--- src/rtl/bmem_arbiter_pkg.sv ---
// Shared types and constants for the burst-memory arbiter.
package bmem_arbiter_pkg;

  localparam int unsigned ADDR_W         = 32;
  localparam int unsigned LINE_W         = 256;
  localparam int unsigned BEAT_W         = 64;
  localparam int unsigned BEATS_PER_LINE = LINE_W / BEAT_W;
  localparam int unsigned CNT_W          = $clog2(BEATS_PER_LINE);
  localparam int unsigned LINE_BYTES     = LINE_W / 8;

  typedef enum logic [2:0] {
    ST_IDLE,
    ST_RD_REQ,
    ST_RD_DATA,
    ST_WR_DATA,
    ST_RESP
  } bmem_arb_state_t;

  typedef enum logic {
    SIDE_I = 1'b0,
    SIDE_D = 1'b1
  } side_t;

  typedef struct packed {
    logic [ADDR_W-1:0] addr;
    logic              read;
    logic              write;
    logic [LINE_W-1:0] wdata;
  } line_req_t;

  // Clear the byte-within-line offset bits.
  function automatic logic [ADDR_W-1:0] line_align(input logic [ADDR_W-1:0] a);
    return a & ~ADDR_W'(LINE_BYTES - 1);
  endfunction

endpackage

--- src/rtl/bmem_arbiter_line_beat_buffer.sv ---
// One cache line of storage, loadable whole or beat-by-beat, plus the beat counter.
module line_beat_buffer
  import bmem_arbiter_pkg::*;
(
  input  logic              clk,
  input  logic              rst,
  input  logic              load,
  input  logic [LINE_W-1:0] load_line,
  input  logic              beat_we,
  input  logic [BEAT_W-1:0] beat_wdata,
  input  logic              cnt_clr,
  input  logic              cnt_inc,
  output logic [CNT_W-1:0]  cnt,
  output logic [LINE_W-1:0] line,
  output logic [BEAT_W-1:0] beat_rdata
);

  // Line storage: whole-line load for writebacks, indexed beat fill for reads.
  always_ff @(posedge clk or posedge rst) begin
    if (rst) begin
      line <= '0;
    end else if (load) begin
      line <= load_line;
    end else if (beat_we) begin
      line[BEAT_W*int'(cnt) +: BEAT_W] <= beat_wdata;
    end
  end

  // Beat counter, wraps naturally after the last beat of a line.
  always_ff @(posedge clk or posedge rst) begin
    if (rst) begin
      cnt <= '0;
    end else if (cnt_clr) begin
      cnt <= '0;
    end else if (cnt_inc) begin
      cnt <= cnt + CNT_W'(1);
    end
  end

  // Current beat selected by the counter.
  always_comb begin
    beat_rdata = line[BEAT_W*int'(cnt) +: BEAT_W];
  end

endmodule

--- src/rtl/bmem_arbiter.sv ---
// Round-robin arbiter sharing the burst-memory port between I-side and D-side line misses.
module bmem_arbiter
  import bmem_arbiter_pkg::*;
(
  input  logic              clk,
  input  logic              rst,
  input  logic [ADDR_W-1:0] i_addr,
  input  logic              i_read,
  output logic              i_resp,
  output logic [LINE_W-1:0] i_rdata,
  input  logic [ADDR_W-1:0] d_addr,
  input  logic              d_read,
  input  logic              d_write,
  input  logic [LINE_W-1:0] d_wdata,
  output logic              d_resp,
  output logic [LINE_W-1:0] d_rdata,
  output logic [ADDR_W-1:0] bmem_addr,
  output logic              bmem_read,
  output logic              bmem_write,
  output logic [BEAT_W-1:0] bmem_wdata,
  input  logic              bmem_ready,
  input  logic [ADDR_W-1:0] bmem_raddr,
  input  logic [BEAT_W-1:0] bmem_rdata,
  input  logic              bmem_rvalid
);

  bmem_arb_state_t   state_q, state_d;
  side_t             gnt_q, last_q, pick;
  logic              wr_q;
  logic [ADDR_W-1:0] addr_q;
  logic [LINE_W-1:0] i_hold_q, d_hold_q;
  line_req_t         req_sel;
  logic              grant, load, beat_we, cnt_clr, cnt_inc, last_beat;
  logic [CNT_W-1:0]  cnt;
  logic [LINE_W-1:0] line;
  logic [BEAT_W-1:0] beat_rdata;

  line_beat_buffer u_buf (
    .clk        (clk),
    .rst        (rst),
    .load       (load),
    .load_line  (req_sel.wdata),
    .beat_we    (beat_we),
    .beat_wdata (bmem_rdata),
    .cnt_clr    (cnt_clr),
    .cnt_inc    (cnt_inc),
    .cnt        (cnt),
    .line       (line),
    .beat_rdata (beat_rdata)
  );

  assign last_beat = (cnt == CNT_W'(BEATS_PER_LINE - 1));

  // Round-robin side selection and the request bundle of the winning side.
  always_comb begin
    pick = SIDE_I;
    if (i_read && (d_read || d_write)) begin
      pick = (last_q == SIDE_I) ? SIDE_D : SIDE_I;
    end else if (d_read || d_write) begin
      pick = SIDE_D;
    end
    req_sel = '0;
    if (pick == SIDE_D) begin
      req_sel.addr  = d_addr;
      req_sel.read  = d_read;
      req_sel.write = d_write;
      req_sel.wdata = d_wdata;
    end else begin
      req_sel.addr = i_addr;
      req_sel.read = i_read;
    end
  end

  // Next-state logic and buffer controls.
  always_comb begin
    state_d = state_q;
    grant   = 1'b0;
    load    = 1'b0;
    beat_we = 1'b0;
    cnt_clr = 1'b0;
    cnt_inc = 1'b0;
    unique case (state_q)
      ST_IDLE: begin
        cnt_clr = 1'b1;
        if (i_read || d_read || d_write) begin
          grant = 1'b1;
          if (req_sel.read) begin
            state_d = ST_RD_REQ;
          end else begin
            state_d = ST_WR_DATA;
            load    = 1'b1;
          end
        end
      end
      ST_RD_REQ: begin
        if (bmem_ready) begin
          state_d = ST_RD_DATA;
          cnt_clr = 1'b1;
        end
      end
      ST_RD_DATA: begin
        if (bmem_rvalid) begin
          beat_we = 1'b1;
          cnt_inc = 1'b1;
          if (last_beat) state_d = ST_RESP;
        end
      end
      ST_WR_DATA: begin
        if (bmem_ready) begin
          cnt_inc = 1'b1;
          if (last_beat) state_d = ST_RESP;
        end
      end
      ST_RESP: state_d = ST_IDLE;
      default: state_d = ST_IDLE;
    endcase
  end

  // State register plus latched grant, address and direction.
  always_ff @(posedge clk or posedge rst) begin
    if (rst) begin
      state_q <= ST_IDLE;
      gnt_q   <= SIDE_I;
      last_q  <= SIDE_I;
      wr_q    <= 1'b0;
      addr_q  <= '0;
    end else begin
      state_q <= state_d;
      if (grant) begin
        gnt_q  <= pick;
        wr_q   <= req_sel.write;
        addr_q <= line_align(req_sel.addr);
      end
      if (state_q == ST_RESP) last_q <= gnt_q;
    end
  end

  // Per-side copies so each rdata output holds its last fill line.
  always_ff @(posedge clk or posedge rst) begin
    if (rst) begin
      i_hold_q <= '0;
      d_hold_q <= '0;
    end else if (state_q == ST_RESP && !wr_q) begin
      if (gnt_q == SIDE_I) i_hold_q <= line;
      else                 d_hold_q <= line;
    end
  end

  // Output decode from the registered state.
  always_comb begin
    i_resp     = (state_q == ST_RESP) && (gnt_q == SIDE_I);
    d_resp     = (state_q == ST_RESP) && (gnt_q == SIDE_D);
    i_rdata    = (i_resp && !wr_q) ? line : i_hold_q;
    d_rdata    = (d_resp && !wr_q) ? line : d_hold_q;
    bmem_read  = (state_q == ST_RD_REQ);
    bmem_write = (state_q == ST_WR_DATA);
    bmem_wdata = bmem_write ? beat_rdata : '0;
    bmem_addr  = (state_q == ST_RD_REQ || state_q == ST_RD_DATA || state_q == ST_WR_DATA)
                 ? addr_q : '0;
  end

  a_no_rd_wr: assert property (@(posedge clk) disable iff (rst) !(d_read && d_write));
  a_raddr:    assert property (@(posedge clk) disable iff (rst)
                (bmem_rvalid && state_q == ST_RD_DATA) |-> (bmem_raddr == addr_q));
  a_rvalid:   assert property (@(posedge clk) disable iff (rst)
                bmem_rvalid |-> (state_q == ST_RD_DATA));

endmodule

--- config.mk ---
export PLATFORM = sky130hd
export DESIGN_NAME = bmem_arbiter
export DESIGN_NICKNAME = d
export VERILOG_FILES = /design/src/rtl/bmem_arbiter_pkg.sv /design/src/rtl/bmem_arbiter_line_beat_buffer.sv /design/src/rtl/bmem_arbiter.sv
export SDC_FILE = /design/constraint.sdc
export NUM_CORES = 2
export LEC_CHECK = 0
export CAP_MARGIN = 20
export CORE_AREA = 2 2 399 401
export CTS_CLUSTER_SIZE = 20
export DETAILED_ROUTE_END_ITERATION = 7
export DIE_AREA = 0 0 401 403
export PLACE_DENSITY = 0.49
export SETUP_SLACK_MARGIN = 0.5
export SLEW_MARGIN = 20
export SYNTH_ARGS = -nofsm -noshare
export SYNTH_HDL_FRONTEND = slang
export SYNTH_SLANG_ARGS = --single-unit
export TNS_END_PERCENT = 20
--- constraint.sdc ---
create_clock -name clk -period 40.9 [get_ports clk]
set_input_delay 4.09 -clock clk [delete_from_list [all_inputs] [get_ports clk]]
set_output_delay 4.09 -clock clk [all_outputs]
set_load 0.005 [all_outputs]
==> flow_metrics.tcl <==
set metrics [dict create \
    outcome "complete, no violations" \
    yosysWarnings 0 \
    worstPathArrival_ps 7120 \
    vias_per_cell 5.06 \
    async_flop_share_pct 100 \
    combinationalPowerShare_pct 37.1 \
    finalCritPeriodShare_pct 27.4 \
    cp-startpoint "state_q[0]" \
    seqPwrFrac_pct 37.6 \
    seq_area_um2 20100 \
    wl_per_cell_um 27.7 \
    startpoint_type "flop" \
    tns_ps 0 \
    firstDrtPassIters 5 \
    crit_required_ps 36810 \
    clkTransAtPathRegs_ps 60 \
    hold_class "flop to flop" \
    worst_slew_pin_slew_ps 1090 \
    setup_viol 0 \
    seq_area_frac_synth_pct 48.4 \
    crit-reg2reg-launch "state_q[0]" \
    syn_area_per_cell_um2 11.9 \
    rsz0062_at_grt "false" \
    htree_levels 3 \
    dr_total_vias 32736 \
    portBuffers 987 \
    drt_iter0_markers 2321 \
    cts-root-buf "clkbuf_16" \
    grt_pass1_wl_mm 252 \
    cts_tree "built" \
    dp_slack_ps 30370 \
    place_hpwl_mm 122 \
    drcViolationCount 0 \
    worst_slack_ps 29690 \
    clock.fmax_ghz 0.0892 \
    fp.dieW_um 401 \
    ios 1035 \
    yosysUniqueCellTypes 39 \
    initial_core_util_pct 26.4 \
    ant_nets 0 \
    power.share.clock_pct 25.3 \
    postCtsHoldBufs 0 \
    grt_pass1_vias 32586 \
    synthCells 3477 \
    timing.hold.ws_ps 472 \
    cp_max_fo 61 \
    syn_to_final_growth_pct 35.5 \
    clkLatencyLatePin_ps 720 \
    synth_xor_area_share_pct 0.0211 \
    cts_buffer_depth 3 \
    hold_viol_final 0 \
    post_cts_resized 0 \
    gp_congestion 0.834 \
    rows 146 \
    power_switching_mw 1.33 \
    p_sw_share_pct 36.9 \
    muxShareOfSynthArea_pct 31.9 \
    synth_compound_area_share_pct 4.37 \
    synthAdderAreaFrac_pct 0.151 \
    final_layout_size_suffix_gt1_share_pct 30.3 \
    max_cap_violations 0 \
    nNetsFinal 4736 \
    path_class "flop to output port" \
    power_density_nw_per_um2 64.1 \
    grt_max_degree 160 \
    p_total_mw 3.60 \
    core_um2 157000 \
    slew_headroom_pct 27.1 \
    grt-ovfl-total 0 \
    antenna_found_initial 16 \
    die_area_um2 162000 \
    vdd_drop_max_uv 37.5 \
    die_h_um 403 \
    synth_top_family_by_area "multiplexers" \
    final_max_slew_viol_count 0 \
    postCtsSetupBuffers 0 \
    synth_edf_count 0 \
    utilization_pct 35.7 \
    drt-total-wl_mm 179 \
    numCtsBuffers 100 \
    synth_area_um2 41500 \
    ys_ff_latch 803 \
    fin_worst_skew_ps 56.3 \
    clkSinkCount 803 \
    crit_path_end_kind "output port" \
    yosys_most_used_dff "dfrtp_1" \
    fillers 15794 \
    p_leak_nw 24.5 \
    min_period_ps 11210 \
    internal-power_mw 2.27 \
    yosys.area_share.simple_pct 10.7 \
    worstHoldStart "addr_q[14]" \
    multi_input_area_um2 19800 \
    grt.total_usage_pct 21.4 \
]
## sequential cells by signal, indices dropped and copies added (netlist names)
register    count
addr_q         27
d_hold_q      256
wr_q            1
state_q         3
gnt_q           1
last_q          1
i_hold_q      256
u_buf.line    256
u_buf.cnt       2
## critical path, stage by stage (launching register included)
cell and delay [ps]:
dfrtp_1 510, nor2_2 240, nand3_1 190, nor2_4 400
buf_4 620, buf_4 770, buf_4 760, buf_4 780
buf_4 690, mux2_2 410, clkdlybuf4s50_1 800
## final cells by class
class	count	share of cell area, %
multi-input cells	2350	35.2
flip-flops and latches	803	35.8
clock inverters	26	0.670
well taps	2072	4.61
clock buffers	148	5.25
repair buffers	1046	18.4
inverters	7	0.0601
diodes	13	0.0579
## metal layers
metal / routed length (µm) / track usage, % / vias up
li1: - / - / 14375
met1: 75200 / 27.3 / 16832
met2: 85300 / 35.2 / 1235
met3: 12700 / 5.48 / 288
met4: 5970 / 7.47 / 6
met5: 45 / 0 / -
## per-stage QoR
| stage | cells | cell area (µm²) |
|---|---|---|
| after floorplan | 3481 | 41500 |
| after global placement | 6278 | 52900 |
| after detailed placement | 6278 | 52900 |
| after CTS | 6452 | 56200 |
| after global routing | 6460 | 56200 |
| final | 6465 | 56200 |
## worst paths after layout
path | endpoint | slack (ps) | depth (start not counted)
worst max-delay path | d_rdata[3] | 29690 | 10
worst min-delay path | addr_q[14] | 470 | 2
worst max register to register | d_hold_q[12] | 35190 | 9
worst min register to register | addr_q[14] | 470 | 2
max in group asynchronous | i_hold_q[210] | 34280 | 5
min in group asynchronous | d_hold_q[129] | 3930 | 2
## logic make-up after synthesis
kind of cell	after synthesis
other cells	1
compound gates	295
xor+xnor	1
fa+ha+maj	5
simple gates	928
flops	803
buf+inv	328
mux	1116
## synthesized netlist by cell type, drive strengths merged (5+ instances only)
cell,instances,area [µm²]
mux2i,28,280
nand2,298,1120
and2,27,169
nand4,254,1590
ha,5,62.6
nor2,263,1000
clkbuf,125,469
o21ai,32,160
buf,196,1320
inv,7,26.3
mux2,1024,11500
nor2b,64,400
a31oi,257,1610
nor3,6,45.0
dfrtp,803,20100
mux4,64,1440
## power by group through the flow
| stage | clock [mW] | combinational (mW) | sequential [mW] |
|---|---|---|---|
| after floorplan | 0 | 0.681 | 1.22 |
| after global placement | 0 | 1.34 | 1.35 |
| after detailed placement | 0 | 1.35 | 1.36 |
| after CTS | 0.934 | 1.35 | 1.35 |
| after global routing | 0.970 | 1.42 | 1.39 |
| final | 0.911 | 1.34 | 1.35 |
## placed cells by master (no fill, tap or decap), types with 2 or more instances in the layout
master / synthesis / layout
nor2_2: 6 / 5
nor2b_1: 64 / 64
diode_2: 0 / 13
inv_1: 7 / 6
clkinv_2: 0 / 12
nand3_1: 3 / 3
nand2_4: 0 / 3
and2_1: 27 / 27
dfrtp_4: 0 / 2
nor2_1: 257 / 257
o21ai_0: 24 / 23
nor3_1: 3 / 3
clkbuf_16: 0 / 100
a31oi_1: 257 / 257
bufinv_16: 0 / 5
clkdlybuf4s50_1: 0 / 987
nor4bb_4: 0 / 2
inv_6: 0 / 3
mux4_2: 64 / 64
nand2b_1: 3 / 3
mux2i_1: 28 / 28
clkbuf_1: 125 / 21
nor3_4: 0 / 3
buf_12: 0 / 3
nand4_1: 254 / 254
ha_4: 0 / 4
mux2_2: 1024 / 1024
clkinv_16: 0 / 4
inv_8: 0 / 2
conb_1: 1 / 5
dfrtp_1: 803 / 801
nand2_1: 298 / 294
o21ai_1: 8 / 8
buf_4: 54 / 56
clkbuf_8: 0 / 27
Note: power is estimated with default switching activity, not from simulation.
